<file path="config.mk">
export PLATFORM = sky130hd
export DESIGN_NAME = imem_loader
export DESIGN_NICKNAME = d
export VERILOG_FILES = /design/src/rtl/imem_loader.sv
export SDC_FILE = /design/constraint.sdc
export NUM_CORES = 1
export LEC_CHECK = 0
export ABC_AREA = 1
export CAP_MARGIN = 0
export CORE_AREA = 2 2 79 81
export DETAILED_ROUTE_END_ITERATION = 10
export DIE_AREA = 0 0 81 83
export PLACE_DENSITY_LB_ADDON = 0.3
export SYNTH_ARGS = -nofsm -noshare
export SYNTH_HDL_FRONTEND = slang
export SYNTH_SLANG_ARGS = --single-unit
</file>
<file path="constraint.sdc">
create_clock -name clk -period 3.36 [get_ports clk]
set_input_delay 0.672 -clock clk [delete_from_list [all_inputs] [get_ports clk]]
set_output_delay 0.672 -clock clk [all_outputs]
set_load 0.01 [all_outputs]
</file>
<file path="src/rtl/imem_loader.sv">
// Instruction encoder/loader: turns decoded op requests into RV64I words and
// writes them to consecutive instruction-memory word addresses.
module imem_loader #(
  parameter int unsigned ADDR_W    = 5,
  parameter int unsigned BASE_ADDR = 0
) (
  input  logic              clk,
  input  logic              rst_n,
  input  logic              start,
  input  logic              req_valid,
  output logic              req_ready,
  input  logic [2:0]        req_op,
  input  logic [4:0]        req_rd,
  input  logic [4:0]        req_rs1,
  input  logic [4:0]        req_rs2,
  input  logic [11:0]       req_imm,
  output logic              imem_we,
  output logic [ADDR_W-1:0] imem_addr,
  output logic [31:0]       imem_wdata,
  output logic              busy,
  output logic              done,
  output logic              error,
  output logic [ADDR_W:0]   count
);

  localparam int unsigned CNT_W = ADDR_W + 1;

  localparam logic [2:0] OP_ADD = 3'd0;
  localparam logic [2:0] OP_SUB = 3'd1;
  localparam logic [2:0] OP_AND = 3'd2;
  localparam logic [2:0] OP_OR  = 3'd3;
  localparam logic [2:0] OP_LD  = 3'd4;
  localparam logic [2:0] OP_SD  = 3'd5;
  localparam logic [2:0] OP_BEQ = 3'd6;
  localparam logic [2:0] OP_END = 3'd7;

  localparam logic [6:0] OPC_RTYPE = 7'b0110011;
  localparam logic [6:0] OPC_LOAD  = 7'b0000011;
  localparam logic [6:0] OPC_STORE = 7'b0100011;
  localparam logic [6:0] OPC_BRNCH = 7'b1100011;

  localparam logic [ADDR_W-1:0] BASE = ADDR_W'(BASE_ADDR);
  // Count value meaning every word of memory has been written once.
  localparam logic [CNT_W-1:0]  CAP  = {1'b1, {ADDR_W{1'b0}}};

  typedef enum logic {
    IDLE = 1'b0,
    LOAD = 1'b1
  } state_t;

  state_t            state;
  logic [ADDR_W-1:0] ptr;
  logic [31:0]       enc;
  logic              accept;
  logic              full;

  assign req_ready = (state == LOAD) && !start;
  assign busy      = (state == LOAD);
  assign accept    = req_valid && req_ready;
  assign full      = (count == CAP);

  // Encode the current request into its 32-bit instruction word.
  always_comb begin
    enc = 32'h0;
    unique case (req_op)
      OP_ADD: enc = {7'b0000000, req_rs2, req_rs1, 3'b000, req_rd, OPC_RTYPE};
      OP_SUB: enc = {7'b0100000, req_rs2, req_rs1, 3'b000, req_rd, OPC_RTYPE};
      OP_AND: enc = {7'b0000000, req_rs2, req_rs1, 3'b111, req_rd, OPC_RTYPE};
      OP_OR:  enc = {7'b0000000, req_rs2, req_rs1, 3'b110, req_rd, OPC_RTYPE};
      OP_LD:  enc = {req_imm, req_rs1, 3'b011, req_rd, OPC_LOAD};
      OP_SD:  enc = {req_imm[11:5], req_rs2, req_rs1, 3'b011, req_imm[4:0], OPC_STORE};
      // req_imm holds offset bits [12:1]; bit 0 is always zero.
      OP_BEQ: enc = {req_imm[11], req_imm[9:4], req_rs2, req_rs1, 3'b000,
                     req_imm[3:0], req_imm[10], OPC_BRNCH};
      OP_END: enc = 32'h0;
      default: enc = 32'h0;
    endcase
  end

  // Load sequencer: state, write port and bookkeeping all registered here.
  always_ff @(posedge clk or negedge rst_n) begin
    if (!rst_n) begin
      state      <= IDLE;
      ptr        <= BASE;
      count      <= '0;
      error      <= 1'b0;
      done       <= 1'b0;
      imem_we    <= 1'b0;
      imem_addr  <= '0;
      imem_wdata <= '0;
    end else begin
      imem_we <= 1'b0;
      done    <= 1'b0;
      if (start) begin
        state <= LOAD;
        ptr   <= BASE;
        count <= '0;
        error <= 1'b0;
      end else if (accept) begin
        if (req_op == OP_END) begin
          state <= IDLE;
          done  <= 1'b1;
        end else if (!full) begin
          imem_we    <= 1'b1;
          imem_addr  <= ptr;
          imem_wdata <= enc;
          ptr        <= ptr + ADDR_W'(1);
          count      <= count + CNT_W'(1);
        end else begin
          error <= 1'b1;
        end
      end
    end
  end

endmodule

</file>
==> metrics.cfg <==
[worst_setup_path]
arrival_ps = 1990
crit_fanout = 6
required_ps = 2690
crit_path_frequent_cell = clkdlybuf4s50_1
endpoint_kind = output pin
start_kind = primary input
crit_type = primary input to output pin
critical_path.max_stage_delay_ps = 570
cpMaxStageDelayCell = clkdlybuf4s50_1
crit_path_cell_trace = clkdlybuf4s50_1 -> nor2_2 -> clkdlybuf4s50_1
reg2reg_slack_ps = 1330

[die]
start_util_pct = 44.15
floorplan.die_area_um2 = 6723
ios = 82
num_rows = 28
dieHeight_um = 83
placeableCoreArea_um2 = 5816
die_x_um = 81

[global_route]
grt_pass1_wl_um = 10780
track_usage_pct = 20.11
grt_max_degree = 50
grt_pass1_vias = 2263
grt_overflow = 0
antenna_found_initial = 0

[cells_and_area]
final_area_um2 = 3476
nets = 447
drive_gt1_share_pct = 5.839
n_antenna_cell = 0
area_growth_pct = 35.38

[sta]
fmax_ghz = 0.3751
relSlewSlack_pct = 28.39
setup_viol = 0
worst_slew_pin_slew_ps = 1074
fin_worst_skew_ps = 5.698
fin_tns_setup_ps = 0
rsz0062_at_grt = false
period_needed_ps = 2666
hold_violations = 0
period_share_pct = 79.34
slew_viol_final = 0

[clock_tree]
cts_hold_buf = 0
cts.clk_slew.worst_paths_ps = 90
insertion_delay_ps = 310
post_cts_resized = 0
cts.sinks = 49
cts_buffers = 5
cts-root-buf = clkbuf_8
cts_buffer_depth = 2
htree_num_levels = 2
post_cts_buffers = 0
cts_tree = yes

[power_and_ir_drop]
power.density_nw_per_um2 = 437.4
p_leak_uw = 0.001739
peakVddDrop_uv = 298.6

[detailed_routing]
post_drt_wl_per_cell_um = 12.80
drc = 0
drt_iter0_markers = 203
drt-pass1-iter-count = 4
vias_per_cell = 4.881
antenna_left = 0
drt_wl_total_um = 6220
vias = 2372

[run]
cap_viol_max_count = 0

[synth]
synth_top_area_share_pct = 47.76
syn_inst = 336
synth.distinct_cells = 23
syn_area_um2 = 2567
yosys.area.top_type = dfrtp_1
synth_area_leaders = dfrtp_1 48%, nand2_1 18%, nand3_1 5.8%, inv_1 5.1%, nor2_1 3.5%
synth_seq_area_share_pct = 47.76
ys_ff_latch = 49
syn_avg_cell_area_um2 = 7.641
yosys_warnings = 0

[place]
port_buffers = 79
place_area_um2 = 3356
place.gp.congestion = 0.9255
hpwl_um = 4431

[status]
status = completed

[min_path]
hp-class = flip-flop to flip-flop

Yosys cell counts:
library cell  instances
nor2_2                2
nand2_4               1
conb_1                1
inv_1                35
nand3_1              30
a21oi_1               2
o22ai_1              10
nor2_1               24
inv_4                 1
or2_2                 1
nand2_2               1
ha_1                  3
o21ai_0              15
dfrtp_1              49
nand4_1              11
buf_4                 6
buf_2                 6
nand2_1             124
nor2_4                2
nand3_2               1
inv_2                 2
xor2_1                5
buf_6                 4
cell usage in the layout, fill, tap and decap left out, types with 2 or more instances in the layout:
cell type / count
nand2_1: 124
clkdlybuf4s50_1: 78
dfrtp_1: 49
inv_1: 35
nand3_1: 30
nor2_1: 23
o21ai_0: 15
nand4_1: 11
o22ai_1: 10
clkbuf_8: 6
xor2_1: 5
nor2_2: 3
ha_1: 3
buf_4: 3
inv_2: 2
nor2_4: 2
a21oi_1: 2
conb_1: 2
cell type report:
class	instances	area, um^2
Fill cell	532	2340
Sequential cell	49	1226
Multi-Input combinational cell	234	1082
Timing Repair Buffer	82	808.3
Inverter	38	145.1
Tap cell	75	93.84
Clock buffer	6	82.58
Clock inverter	2	37.54
state kept, by name, summed over array words and instances (netlist names):
register	flops
ptr	5
imem_we	1
count	6
imem_addr	5
imem_wdata	29
error	1
busy	1
done	1
worst paths after layout:
check	start	to	depth (start not counted)
max	start	req_ready	3
min	imem_addr[3]	imem_addr[3]	2
max reg2reg	count[0]	imem_wdata[30]	8
min reg2reg	imem_addr[3]	imem_addr[3]	2
max in group asynchronous	rst_n	imem_wdata[27]	1
min in group asynchronous	rst_n	count[3]	1
worst max-delay path: cells and delay by family:
| kind | cells | cell delay, ps |
|---|---|---|
| simple gates | 1 | 200 |
| buf+inv | 2 | 1120 |
kinds of logic (layout without fill, tap and decap cells):
logic type | Yosys count | after routing | synth area share (%)
and+or+nand+nor | 197 | 197 | 32.85
buffers and inverters | 54 | 128 | 10.33
DFF | 49 | 49 | 47.76
AOI/OAI and AO/OA | 27 | 27 | 5.750
xor gates and xnor gates | 5 | 5 | 1.706
adders and majority gates | 3 | 3 | 1.462
other | 1 | 2 | 0.1461
metal layers:
metal	up-vias	global-route usage (%)	part of all wire, %
met2	81	30.80	46
met5	-	0	0
met4	0	6.009	1.3
met3	7	3.152	6.6
li1	1203	-	-
met1	1081	29.20	47
report_power, final:
part | total [uW] | internal (uW) | switching (uW)
Combinational | 378 | 195 | 183
Sequential | 700 | 653 | 46.8
Clock | 443 | 242 | 201
Total | 1520 | 1090 | 430
metrics by stage:
stage | power [uW] | hold slack [ps] | std cells | setup slack (ps) | utilization (%)
after floorplan | 878.2 | 376.4 | 337 | 1755 | -
after global placement | 1082 | 461.3 | 478 | 699.2 | 57.70
after detailed placement | 1092 | 465.6 | 478 | 654.4 | 57.70
after CTS | 1533 | 489.4 | 486 | 702.5 | 59.77
after global routing | 1619 | 503.5 | 486 | 658.9 | 59.77
final | 1520 | 483.5 | 486 | 694.1 | 59.77
(Power assumes the default switching activity.)
